--- config.mk ---
export PLATFORM = sky130hd
export DESIGN_NAME = mem_wb_pipe_flat
export DESIGN_NICKNAME = d
export VERILOG_FILES = /design/src/rtl/mem_wb_pipe_if.sv /design/src/rtl/mem_wb_pipe.sv /design/src/flat_wrapper.sv
export SDC_FILE = /design/constraint.sdc
export NUM_CORES = 1
export LEC_CHECK = 0
export ABC_AREA = 1
export CAP_MARGIN = 20
export CORE_UTILIZATION = 45
export CTS_BUF_LIST = sky130_fd_sc_hd__clkbuf_8 sky130_fd_sc_hd__clkbuf_16
export DETAILED_ROUTE_END_ITERATION = 10
export MAX_ROUTING_LAYER = met4
export PLACE_DENSITY = 0.8
export SLEW_MARGIN = 20
export SYNTH_ARGS = -nofsm -noshare
export SYNTH_HDL_FRONTEND = slang
export SYNTH_SLANG_ARGS = --single-unit
--- constraint.sdc ---
create_clock -name clk -period 2.2 [get_ports clk]
set_clock_uncertainty 0.15 [all_clocks]
set_input_delay 0.33 -clock clk [delete_from_list [all_inputs] [get_ports clk]]
set_output_delay 0.33 -clock clk [all_outputs]
set_load 0.1 [all_outputs]
--- src/rtl/mem_wb_pipe_if.sv ---
// MEM->WB beat bundle: valid/ready handshake plus NUM_CH write-back channels.
interface mem_wb_pipe_if #(
  parameter int DATA_W = 32,
  parameter int ADDR_W = 5,
  parameter int NUM_CH = 2
);
  logic                     valid;
  logic                     ready;
  logic [NUM_CH*ADDR_W-1:0] wd;
  logic [NUM_CH-1:0]        wreg;
  logic [NUM_CH*DATA_W-1:0] wdata;

  modport master (output valid, output wd, output wreg, output wdata, input ready);
  modport slave  (input valid, input wd, input wreg, input wdata, output ready);
endinterface

--- src/rtl/mem_wb_pipe.sv ---
// MEM->WB pipeline stage with 2-entry skid buffer, flush and write-conflict filtering.
// Optional statistics counters enabled by defining MEMWB_STATS_EN.
module mem_wb_pipe #(
  parameter int DATA_W    = 32,
  parameter int ADDR_W    = 5,
  parameter int NUM_CH    = 2,
  parameter bit ZERO_DROP = 1'b1
`ifdef MEMWB_STATS_EN
  , parameter int CNT_W   = 32
`endif
) (
  input  logic          clk,
  input  logic          rst,
  input  logic          flush_i,
  mem_wb_pipe_if.slave  mem_if,
  mem_wb_pipe_if.master wb_if
`ifdef MEMWB_STATS_EN
  , output logic [CNT_W-1:0] stat_retired_o,
  output logic [CNT_W-1:0] stat_stall_o
`endif
);

  // encoding is {main_v, skid_v}
  typedef enum logic [1:0] {
    EMPTY = 2'b00,
    ONE   = 2'b10,
    FULL  = 2'b11
  } state_e;

  state_e                   state_q;
  logic                     wb_valid_q;
  logic                     mem_ready_q;
  logic [NUM_CH*ADDR_W-1:0] main_wd_q,    skid_wd_q;
  logic [NUM_CH-1:0]        main_wreg_q,  skid_wreg_q;
  logic [NUM_CH*DATA_W-1:0] main_wdata_q, skid_wdata_q;
  logic [NUM_CH-1:0]        cap_wreg_d;
  logic                     accept;
  logic                     deliver;

  assign accept  = mem_if.valid && mem_ready_q;
  assign deliver = wb_valid_q && wb_if.ready;

  // Younger (higher-index) channel wins a same-address conflict.
  always_comb begin
    cap_wreg_d = mem_if.wreg;
    for (int c = 0; c < NUM_CH; c++) begin
      if (ZERO_DROP && (mem_if.wd[c*ADDR_W +: ADDR_W] == '0))
        cap_wreg_d[c] = 1'b0;
      for (int k = c + 1; k < NUM_CH; k++) begin
        if (mem_if.wreg[c] && mem_if.wreg[k] &&
            (mem_if.wd[c*ADDR_W +: ADDR_W] == mem_if.wd[k*ADDR_W +: ADDR_W]))
          cap_wreg_d[c] = 1'b0;
      end
    end
  end

  always_ff @(posedge clk or negedge rst) begin
    if (!rst) begin
      state_q      <= EMPTY;
      wb_valid_q   <= 1'b0;
      mem_ready_q  <= 1'b1;
      main_wd_q    <= '0;
      main_wreg_q  <= '0;
      main_wdata_q <= '0;
      skid_wd_q    <= '0;
      skid_wreg_q  <= '0;
      skid_wdata_q <= '0;
    end else if (flush_i) begin
      state_q     <= EMPTY;
      wb_valid_q  <= 1'b0;
      mem_ready_q <= 1'b1;
      main_wreg_q <= '0;
      skid_wreg_q <= '0;
    end else begin
      case (state_q)
        EMPTY: begin
          if (accept) begin
            main_wd_q    <= mem_if.wd;
            main_wreg_q  <= cap_wreg_d;
            main_wdata_q <= mem_if.wdata;
            state_q      <= ONE;
            wb_valid_q   <= 1'b1;
          end
        end
        ONE: begin
          if (accept && deliver) begin
            main_wd_q    <= mem_if.wd;
            main_wreg_q  <= cap_wreg_d;
            main_wdata_q <= mem_if.wdata;
          end else if (accept) begin
            skid_wd_q    <= mem_if.wd;
            skid_wreg_q  <= cap_wreg_d;
            skid_wdata_q <= mem_if.wdata;
            state_q      <= FULL;
            mem_ready_q  <= 1'b0;
          end else if (deliver) begin
            state_q    <= EMPTY;
            wb_valid_q <= 1'b0;
          end
        end
        FULL: begin
          if (deliver) begin
            main_wd_q    <= skid_wd_q;
            main_wreg_q  <= skid_wreg_q;
            main_wdata_q <= skid_wdata_q;
            state_q      <= ONE;
            mem_ready_q  <= 1'b1;
          end
        end
        default: begin
          state_q     <= EMPTY;
          wb_valid_q  <= 1'b0;
          mem_ready_q <= 1'b1;
        end
      endcase
    end
  end

  assign mem_if.ready = mem_ready_q;
  assign wb_if.valid  = wb_valid_q;
  assign wb_if.wd     = main_wd_q;
  assign wb_if.wreg   = main_wreg_q & {NUM_CH{wb_valid_q}};
  assign wb_if.wdata  = main_wdata_q;

`ifdef MEMWB_STATS_EN
  logic [CNT_W-1:0] stat_retired_q;
  logic [CNT_W-1:0] stat_stall_q;

  // Flush is not cleared here: counters track lifetime activity since reset.
  always_ff @(posedge clk or negedge rst) begin
    if (!rst) begin
      stat_retired_q <= '0;
      stat_stall_q   <= '0;
    end else begin
      if (deliver && !flush_i && !(&stat_retired_q))
        stat_retired_q <= stat_retired_q + CNT_W'(1);
      if (wb_valid_q && !wb_if.ready && !(&stat_stall_q))
        stat_stall_q <= stat_stall_q + CNT_W'(1);
    end
  end

  assign stat_retired_o = stat_retired_q;
  assign stat_stall_o   = stat_stall_q;
`endif

endmodule

--- src/flat_wrapper.sv ---
// flat-port wrapper written by rule: the top's interface ports become plain ports
module mem_wb_pipe_flat 
#(
  parameter int DATA_W    = 32,
  parameter int ADDR_W    = 5,
  parameter int NUM_CH    = 2,
  parameter bit ZERO_DROP = 1'b1

)
  (clk, rst, flush_i, mem_if_valid, mem_if_wd, mem_if_wreg, mem_if_wdata, mem_if_ready, wb_if_valid, wb_if_wd, wb_if_wreg, wb_if_wdata, wb_if_ready);
  mem_wb_pipe_if #(.DATA_W(DATA_W), .ADDR_W(ADDR_W), .NUM_CH(NUM_CH)) mem_if_i ();
  mem_wb_pipe_if #(.DATA_W(DATA_W), .ADDR_W(ADDR_W), .NUM_CH(NUM_CH)) wb_if_i ();
  input  logic clk;
  input  logic rst;
  input  logic flush_i;
  input wire logic [$bits(mem_if_i.valid)-1:0] mem_if_valid;
  input wire logic [$bits(mem_if_i.wd)-1:0] mem_if_wd;
  input wire logic [$bits(mem_if_i.wreg)-1:0] mem_if_wreg;
  input wire logic [$bits(mem_if_i.wdata)-1:0] mem_if_wdata;
  output wire logic [$bits(mem_if_i.ready)-1:0] mem_if_ready;
  output wire logic [$bits(wb_if_i.valid)-1:0] wb_if_valid;
  output wire logic [$bits(wb_if_i.wd)-1:0] wb_if_wd;
  output wire logic [$bits(wb_if_i.wreg)-1:0] wb_if_wreg;
  output wire logic [$bits(wb_if_i.wdata)-1:0] wb_if_wdata;
  input wire logic [$bits(wb_if_i.ready)-1:0] wb_if_ready;
  assign mem_if_i.valid = mem_if_valid;
  assign mem_if_i.wd = mem_if_wd;
  assign mem_if_i.wreg = mem_if_wreg;
  assign mem_if_i.wdata = mem_if_wdata;
  assign mem_if_ready = mem_if_i.ready;
  assign wb_if_valid = wb_if_i.valid;
  assign wb_if_wd = wb_if_i.wd;
  assign wb_if_wreg = wb_if_i.wreg;
  assign wb_if_wdata = wb_if_i.wdata;
  assign wb_if_i.ready = wb_if_ready;
  mem_wb_pipe #(.DATA_W(DATA_W), .ADDR_W(ADDR_W), .NUM_CH(NUM_CH), .ZERO_DROP(ZERO_DROP)) u_core (.clk(clk), .rst(rst), .flush_i(flush_i), .mem_if(mem_if_i), .wb_if(wb_if_i));
endmodule
==> flow_metrics.tcl, run 1 <==
set metrics [dict create \
    cp_slowest_cell "dfstp_2" \
    cts.sinks 156 \
    setup-tns-final_ns 0 \
    cp.arrival_ns 2.06 \
    cts.htree.levels 4 \
    portBuffers 158 \
    io_pins 159 \
    avgViaCountPerCell 4.880 \
    hold_class "in -> async" \
    tightest_slew_ns 0.3831 \
    rsz0062_at_grt "false" \
    wire_per_inst_um 13.32 \
    cpPeakStageDelay_ns 0.57 \
    die_height_um 128.6 \
    cts-root-buf "clkbuf_16" \
    crit_path_frequent_cell "nand2_1" \
    synth_edf_count 0 \
    cts_resized 0 \
    relSlewSlack 0.7446 \
    drt-total-wl_um 16870 \
    ant_nets 0 \
    drt_iter0_drc 424 \
    reg2reg_to "u_core.wb_if.wdata[22]$_DFFE_PN0P_" \
    cts_buffers 17 \
    worstSkewPairLatency_ns 0.41 \
    ys_ff_latch 156 \
    rows 45 \
    required_ns 2.40 \
    place_inst 1234 \
    synth_area_leaders "dfrtp_1 54%, nand2_1 18%, o21ai_0 9.4%" \
    status "complete, no violations" \
    cts_tree "yes" \
    grt_overflow 0 \
    drcViolationCount 0 \
    layout_min_cycle_time_ns 1.858 \
    hold_buffers 1 \
    rrSetupSlack_ns 0.34 \
    syn-num-nets 990 \
    ys_warn_count 0 \
    cp-end-kind "flip-flop" \
    clock_path_buffers 2 \
    reg2reg_from "u_core.mem_if.ready$_DFFE_PN1P_" \
    antennaDiodeCount 0 \
    synth.largest_area_cell "dfrtp_1" \
    postCtsSetupBuffers 0 \
    clkTransAtPathRegs_ns 0.06 \
    synth_common_cells "338 x nand2_1, 155 x dfrtp_1, 136 x o21ai_0, 86 x inv_1, 80 x nand3_1" \
    via_count 6183 \
    antenna_found_initial 0 \
    dieWidth_um 128.6 \
    layout-drive-gt1-share 0.1297 \
    synth.distinct_cells 24 \
    post-route-period-util 0.8444 \
    areaGrowthSynthToFinish_pct 30.21 \
    synthArstFlopShare 1.000 \
    design.core.area_um2 15430 \
    max_freq_mhz 538.3 \
    cp-start-kind "flip-flop" \
    critPathTopFamily "flip-flops" \
    syn_area_um2 7216 \
    yosysTopAreaCellShare 0.5375 \
    crit_fanout 62 \
    utilization 0.6090 \
    syn_avg_cell_area_um2 7.973 \
    initial_core_util 0.4677 \
    synth_ff_type "dfrtp_1" \
    place_congestion 0.8115 \
    drv_slew 0 \
    first_global_vias 5799 \
    nets 1128 \
    syn-instance-count 905 \
    crit_chain "nand2_1 -> inv_2 -> o22ai_2 -> nor2_4 -> buf_12 -> nand3_1 -> nand2_1" \
    path_buf_inv 2 \
    finalHoldViolCount 0 \
    hpwl_um 11110 \
    max_cap_viol_count 0 \
    ys_seq_area_frac 0.5412 \
    yosysMostFrequentCell "nand2_1" \
    grt_start_max_net_pins 88 \
    grt_use_total 0.2274 \
    grt_pass1_wl_um 28390 \
    fin_cells 1267 \
    ff2ff_path_depth 7 \
    crit_type "reg -> reg" \
    setup_violations 0 \
    dieArea_um2 16550 \
    first_pass_iters 5 \
]
## how the worst max path moves through the flow
stage          cells past startpoint                                 end                       startpoint
2_1_floorplan                      9      u_core.wb_if.wd[0]$_DFFE_PN0P_   u_core.wb_if.valid$_DFFE_PN0P_
3_3_place_gp                       7  u_core.wb_if.wdata[17]$_DFFE_PN0P_                          flush_i
3_5_place_dp                       8      u_core.wb_if.wd[9]$_DFFE_PN0P_                          flush_i
4_1_cts                            8  u_core.wb_if.wdata[22]$_DFFE_PN0P_    u_core.state_q[0]$_DFFE_PN0P_
5_1_grt                            8   u_core.wb_if.wdata[0]$_DFFE_PN0P_    u_core.state_q[1]$_DFFE_PN0P_
6_report                           7  u_core.wb_if.wdata[22]$_DFFE_PN0P_  u_core.mem_if.ready$_DFFE_PN1P_
## worst reg2reg max path, stage by stage, from the launching register on
cell	delay, ns
dfstp_2	0.57
nand2_1	0.12
inv_2	0.13
o22ai_2	0.10
nor2_4	0.15
buf_12	0.27
nand3_1	0.20
nand2_1	0.09
## cell families (layout without fill, tap and decap cells)
kind of cell / count (synthesis) / count (layout) / synth area share
AO/OA/AOI/OAI: 162 / 162 / 0.1141
buffers and inverters: 145 / 296 / 0.09242
adder cells (fa/ha/maj): 4 / 4 / 0.006936
AND/OR/NAND/NOR: 438 / 438 / 0.2454
flip-flops: 156 / 156 / 0.5412
## cells in the final DEF, fill, tap and decap left out, types with 3 or more instances in the layout
cell type	count
buf_12	9
buf_4	85
clkbuf_16	17
clkbuf_8	3
clkdlybuf4s50_1	79
clkinv_2	3
dfrtp_1	155
ha_1	3
inv_1	89
inv_2	3
nand2_1	336
nand2_2	3
nand3_1	80
nor2_1	13
o21ai_0	136
o21ai_1	21
## sequential cells by signal, indices dropped and copies added, names as in the netlist
signal and flops:
u_core.main_wreg_q 2, u_core.skid_wd_q 10, u_core.skid_wreg_q 2, u_core.wb_if.wdata 64
u_core.skid_wdata_q 64, u_core.wb_if.wd 10, u_core.mem_if.ready 1, u_core.state_q 2
u_core.wb_if.valid 1
## cell type report
type | count | area [um^2]
inverter | 89 | 334.1
sequential | 156 | 3905
tap | 211 | 264.0
timing repair buffer | 175 | 1630
clock inverter | 12 | 121.4
multi-input combinational | 604 | 2674
clock buffer | 20 | 466.7
fill | 1399 | 6032
## per-stage QoR
stage               setup WS (ns)  hold WS (ns)  cell area (um^2)
floorplan                 0.01460       -0.1156              7216
global placement           0.1905        0.1009              8797
detailed placement         0.1549       0.09810              8797
CTS                        0.3547        0.2181              9395
global route               0.2130        0.2458              9395
finish                     0.3423        0.2270              9395
## per-layer routing
layer	GRT usage	share of wire	up-vias
met5	-	0	-
met4	0.07474	0.019	0
met3	0.05780	0.056	21
met1	0.2920	0.44	2861
li1	-	-	3129
met2	0.3520	0.48	172
Power of run 1 is left out: the tool's default activity adds up to more than one toggle a clock period on the data nets, which glitch-free logic cannot reach.
==> run 2: changes to the inputs <==
--- a/config.mk
+++ b/config.mk
@@ -11,7 +11,7 @@
 export CTS_BUF_LIST = sky130_fd_sc_hd__clkbuf_8 sky130_fd_sc_hd__clkbuf_16
 export DETAILED_ROUTE_END_ITERATION = 10
 export MAX_ROUTING_LAYER = met4
-export PLACE_DENSITY = 0.8
+export PLACE_DENSITY = 0.83
 export SLEW_MARGIN = 20
 export SYNTH_ARGS = -nofsm -noshare
 export SYNTH_HDL_FRONTEND = slang
==> constraint.sdc (replaced) <==
create_clock -name clk -period 1.6 [get_ports clk]
set_clock_uncertainty 0.15 [all_clocks]
set_input_delay 0.24 -clock clk [delete_from_list [all_inputs] [get_ports clk]]
set_output_delay 0.24 -clock clk [all_outputs]
set_load 0.1 [all_outputs]
==> run 2 against run 1 <==
The run now ends with negative setup slack left; design area grew 22%; count of clock-buffer cells in the layout shrank 2; sequential cell count is the same.
==> flow_metrics.tcl, run 2 (same netlist as run 1, synthesis figures left out) <==
set metrics [dict create \
    place_inst 1265 \
    multi_input_area_um2 2977 \
    portBuffers 158 \
    ff2ff_path_depth 10 \
    cp-end-kind "flip-flop" \
    clkTransAtPathRegs_ns 0.06 \
    relSlewSlack 0.7305 \
    grtUsageMet1 0.3102 \
    gr-max-usage-layer "met2" \
    place_congestion 0.8299 \
    grt_use_total 0.2641 \
    dpl_cell_area_um2 10070 \
    drt-total-wl_um 21680 \
    dieArea_um2 16550 \
    antenna_found_initial 0 \
    max_freq_mhz 547.6 \
    utilization 0.7452 \
    setup-tns-final_ns -22.63 \
    p_per_area_nw_per_um2 2458 \
    cts.htree.levels 4 \
    cp_slowest_cell "dfrtp_4" \
    antennaDiodeCount 0 \
    io_pins 159 \
    final_cell_mix "306 x nand2_1, 154 x dfrtp_1, 102 x o21ai_0, 94 x buf_12, 80 x inv_1" \
    p_leak_nw 5.581 \
    violations "negative setup slack" \
    worst_ir_drop_vdd_uv 1716 \
    path_buf_inv 5 \
    ant_nets 0 \
    worst_slack_ns -0.2261 \
    initial_core_util 0.4677 \
    post-route-cell-area_um2 11500 \
    cp.arrival_ns 1.98 \
    grt_pass1_wl_um 32700 \
    max_cap_viol_count 0 \
    use_met3 0.04990 \
    setup_violations 157 \
    cts.sinks 156 \
    layout_min_cycle_time_ns 1.826 \
    grt_start_max_net_pins 60 \
    cpPeakStageDelay_ns 0.48 \
    use_met2 0.4388 \
    crit_type "reg -> reg" \
    crit_fanout 8 \
    status "finished with violations" \
    dieWidth_um 128.6 \
    first_pass_iters 7 \
    endpoint "u_core.wb_if.wd[6]$_DFFE_PN0P_" \
    tightest_slew_ns 0.4042 \
    hpwl_um 12530 \
    worstSetupPathDepth 10 \
    areaGrowthSynthToFinish_pct 59.32 \
    wire_per_inst_um 16.40 \
    power_mw 28.26 \
    fin_cells 1322 \
    hold_class "in -> async" \
    required_ns 1.76 \
    dp_slack_ns -0.2608 \
    critPathTopFamily "buffers and inverters" \
    via_count 6931 \
    drt_iter0_drc 522 \
    drv_slew 0 \
    design.core.area_um2 15430 \
    reg2reg_to "u_core.wb_if.wd[6]$_DFFE_PN0P_" \
    drcViolationCount 0 \
    rows 45 \
    cp-startpoint "u_core.wb_if.valid$_DFFE_PN0P_" \
    nets 1183 \
    cts_tree "yes" \
    post-route-period-util 1.141 \
    reg2reg_from "u_core.wb_if.valid$_DFFE_PN0P_" \
    clock_path_buffers 2 \
    holdWs_ns 0.1446 \
    first_global_vias 6712 \
    final_common_cell "nand2_1" \
    avgViaCountPerCell 5.243 \
    layout-drive-gt1-share 0.2394 \
    rsz0062_at_grt "true" \
    crit_chain "buf_6 -> nand2_4 -> inv_4 -> o22ai_4 -> nor2_4 -> buf_4 -> buf_12 -> clkbuf_16 -> nand3_1 -> nand2_1" \
    cts_buffers 17 \
    cp-start-kind "flip-flop" \
    regArea_um2 3913 \
    worstSkewPairLatency_ns 0.42 \
    die_height_um 128.6 \
    grt_overflow 0 \
    cts-root-buf "clkbuf_16" \
    rrSetupSlack_ns -0.23 \
    finalHoldViolCount 0 \
    fill_cells 1054 \
]
-- run 2: cell types whose count changed in the layout (fill, tap and decap cells not counted), sizes merged --
cell / previous run / this run
clkinvlp: 0 / 3
bufinv: 2 / 4
inv: 94 / 89
clkbuf: 20 / 22
buf: 95 / 146
clkinv: 5 / 7
-- run 2: area by class of cell --
type | instances | area share
Clock buffer | 18 | 0.03820
Inverter | 89 | 0.03102
Tap cell | 211 | 0.02296
Multi-Input combinational cell | 604 | 0.2589
Sequential cell | 156 | 0.3403
Clock inverter | 14 | 0.01545
Timing Repair Buffer | 230 | 0.2931
-- run 2: worst min-delay path by stage --
| stage | startpoint | to | slack, ns | cells after the start |
|---|---|---|---|---|
| floorplan | rst | u_core.main_wreg_q[0]$_DFFE_PN0P_ | -0.21 | 0 |
| global placement | rst | u_core.main_wreg_q[0]$_DFFE_PN0P_ | 0.03 | 1 |
| detailed placement | rst | u_core.wb_if.valid$_DFFE_PN0P_ | 0.03 | 1 |
| CTS | rst | u_core.wb_if.valid$_DFFE_PN0P_ | 0.15 | 2 |
| global route | rst | u_core.main_wreg_q[0]$_DFFE_PN0P_ | 0.17 | 2 |
| finish | rst | u_core.wb_if.valid$_DFFE_PN0P_ | 0.14 | 2 |
-- run 2: power by group --
group,switching (mW),internal [mW]
Clock,1.58,2.63
Combinational,10.5,5.99
Sequential,1.68,5.88
-- run 2: routing by layer --
layer / routed length (um) / share of wire
met5: 0 / 0
met4: 622 / 0.029
met3: 1375 / 0.063
met2: 11020 / 0.51
met1: 8664 / 0.40
-- run 2: timing repair --
action	CTS	global route
hold endpoints to repair	155	0
setup buffers	4	6
endpoints found under the setup margin	152	160
pin swaps	6	11
gates cloned	7	7
hold buffers	1	0
resized for setup	72	77
(Power assumes the default switching activity.)
==> run 3: changes to the inputs <==
--- a/config.mk
+++ b/config.mk
@@ -11,7 +11,8 @@
 export CTS_BUF_LIST = sky130_fd_sc_hd__clkbuf_8 sky130_fd_sc_hd__clkbuf_16
 export DETAILED_ROUTE_END_ITERATION = 10
 export MAX_ROUTING_LAYER = met4
-export PLACE_DENSITY = 0.83
+export PLACE_DENSITY = 0.8
+export SKIP_CTS_REPAIR_TIMING = 1
 export SLEW_MARGIN = 20
 export SYNTH_ARGS = -nofsm -noshare
 export SYNTH_HDL_FRONTEND = slang
==> constraint.sdc (replaced) <==
create_clock -name clk -period 2.11 [get_ports clk]
set_clock_uncertainty 0.15 [all_clocks]
set_input_delay 0.3165 -clock clk [delete_from_list [all_inputs] [get_ports clk]]
set_output_delay 0.3165 -clock clk [all_outputs]
set_load 0.1 [all_outputs]
==> run 3 against run 2 <==
The run now ends clean; global-route usage shrank 4.1 points; register-to-register slack gained 0.42 ns; worst setup slack better by 0.42 ns; design area fell by 18%; sequential cell count did not move; count of clock-buffer cells in the layout is 2 higher; worst hold slack improved by 0.084 ns; die area unchanged; final cell count decreased by 4.4%; largest cell class unchanged.
==> flow_metrics.tcl, run 3 (same netlist as run 1, synthesis figures left out) <==
set metrics [dict create \
    status "complete, no violations" \
    cp.arrival_ns 2.06 \
    layout-drive-gt1-share 0.1292 \
    layout_min_cycle_time_ns 1.914 \
    worstSkewPairLatency_ns 0.42 \
    cts-root-buf "clkbuf_16" \
    via_count 6230 \
    grt_use_total 0.2235 \
    cp-end-kind "flip-flop" \
    drt_iter0_drc 487 \
    max_cap_viol_count 0 \
    hpwl_um 11110 \
    areaGrowthSynthToFinish_pct 30.67 \
    cts.htree.levels 4 \
    tightest_slew_ns 0.4198 \
    ant_nets 0 \
    post-route-period-util 0.9069 \
    crit_fanout 4 \
    cts.sinks 156 \
    first_pass_iters 5 \
    portBuffers 158 \
    drt-total-wl_um 17070 \
    cp-start-kind "flip-flop" \
    grt_start_max_net_pins 115 \
    drcViolationCount 0 \
    crit_type "reg -> reg" \
    clock_path_buffers 2 \
    hold_class "in -> async" \
    clkTransAtPathRegs_ns 0.06 \
    final_cell_mix "336 x nand2_1, 154 x dfrtp_1, 136 x o21ai_0, 88 x inv_1, 80 x nand3_1" \
    nets 1126 \
    antenna_found_initial 0 \
    dieWidth_um 128.6 \
    initial_core_util 0.4677 \
    die_height_um 128.6 \
    grt_pass1_wl_um 27860 \
    rsz0062_at_grt "false" \
    antennaDiodeCount 0 \
    fill_cells 1386 \
    io_pins 159 \
    cts_buffers 17 \
    rows 45 \
    relSlewSlack 0.7202 \
    finalHoldViolCount 0 \
    max_freq_mhz 522.6 \
    required_ns 2.26 \
    place_congestion 0.8564 \
    grt_overflow 0 \
    cts_tree "yes" \
    avgViaCountPerCell 4.929 \
    final_common_cell "nand2_1" \
    dieArea_um2 16550 \
    first_global_vias 5883 \
    design.core.area_um2 15430 \
    drv_slew 0 \
    setup-tns-final_ns 0 \
    setup_violations 0 \
    wire_per_inst_um 13.51 \
]
-- run 3: cell count changes in the layout (fill, tap and decap cells not counted), sizes merged --
cell,before,now
buf,146,93
bufinv,4,2
clkbuf,22,20
clkinv,7,3
clkinvlp,3,2
inv,89,93
-- run 3: area by class of cell --
cell class,instances,area [um^2],area share
Sequential cell,156,3906,0.4143
Multi-Input combinational cell,604,2674,0.2836
Timing Repair Buffer,173,1665,0.1766
Clock buffer,20,466.7,0.04950
Inverter,89,334.1,0.03543
Tap cell,211,264.0,0.02800
Clock inverter,11,118.9,0.01261
-- run 3: critical path, cell delays in order, from the launching register on --
cell	delay (ns)
dfrtp_1	0.45
inv_1	0.11
ha_1	0.21
inv_1	0.09
nor2_4	0.15
inv_1	0.07
a21oi_1	0.16
o21ai_0	0.14
nand2_1	0.15
o21ai_0	0.10
-- run 3: layer usage --
layer	GRT usage	part of all wire
met5	-	0
met4	0.1003	0.029
met3	0.05364	0.050
met2	0.3580	0.49
met1	0.2679	0.43
-- run 3: worst paths after layout --
check	from	to	slack (ns)	cells past startpoint
setup / recovery	u_core.state_q[0]$_DFFE_PN0P_	u_core.state_q[1]$_DFFE_PN0P_	0.20	9
min in group clk	mem_if_wdata[49]	u_core.skid_wdata_q[49]$_DFFE_PN0P_	0.30	3
hold reg to reg	u_core.wb_if.wdata[56]$_DFFE_PN0P_	u_core.wb_if.wdata[56]$_DFFE_PN0P_	0.32	2
hold / removal	rst	u_core.skid_wd_q[7]$_DFFE_PN0P_	0.23	2
setup reg to reg	u_core.state_q[0]$_DFFE_PN0P_	u_core.state_q[1]$_DFFE_PN0P_	0.20	9
max in group asynchronous	rst	u_core.wb_if.wdata[56]$_DFFE_PN0P_	0.95	3
-- run 3: metrics by stage --
stage	hold WS (ns)	setup slack [ns]	cell area [um^2]	utilization	cells
6_report	0.2281	0.1963	9429	0.6112	1264
4_1_cts	-0.3436	0.2009	9419	0.6105	1263
3_3_place_gp	0.1089	0.1069	8833	0.5726	1232
5_1_grt	0.2602	0.03761	9429	0.6112	1264
2_1_floorplan	-0.1291	0.03236	7217	-	905
3_5_place_dp	0.1116	0.04386	8833	0.5726	1232
Power of run 3 is left out for the same reason.
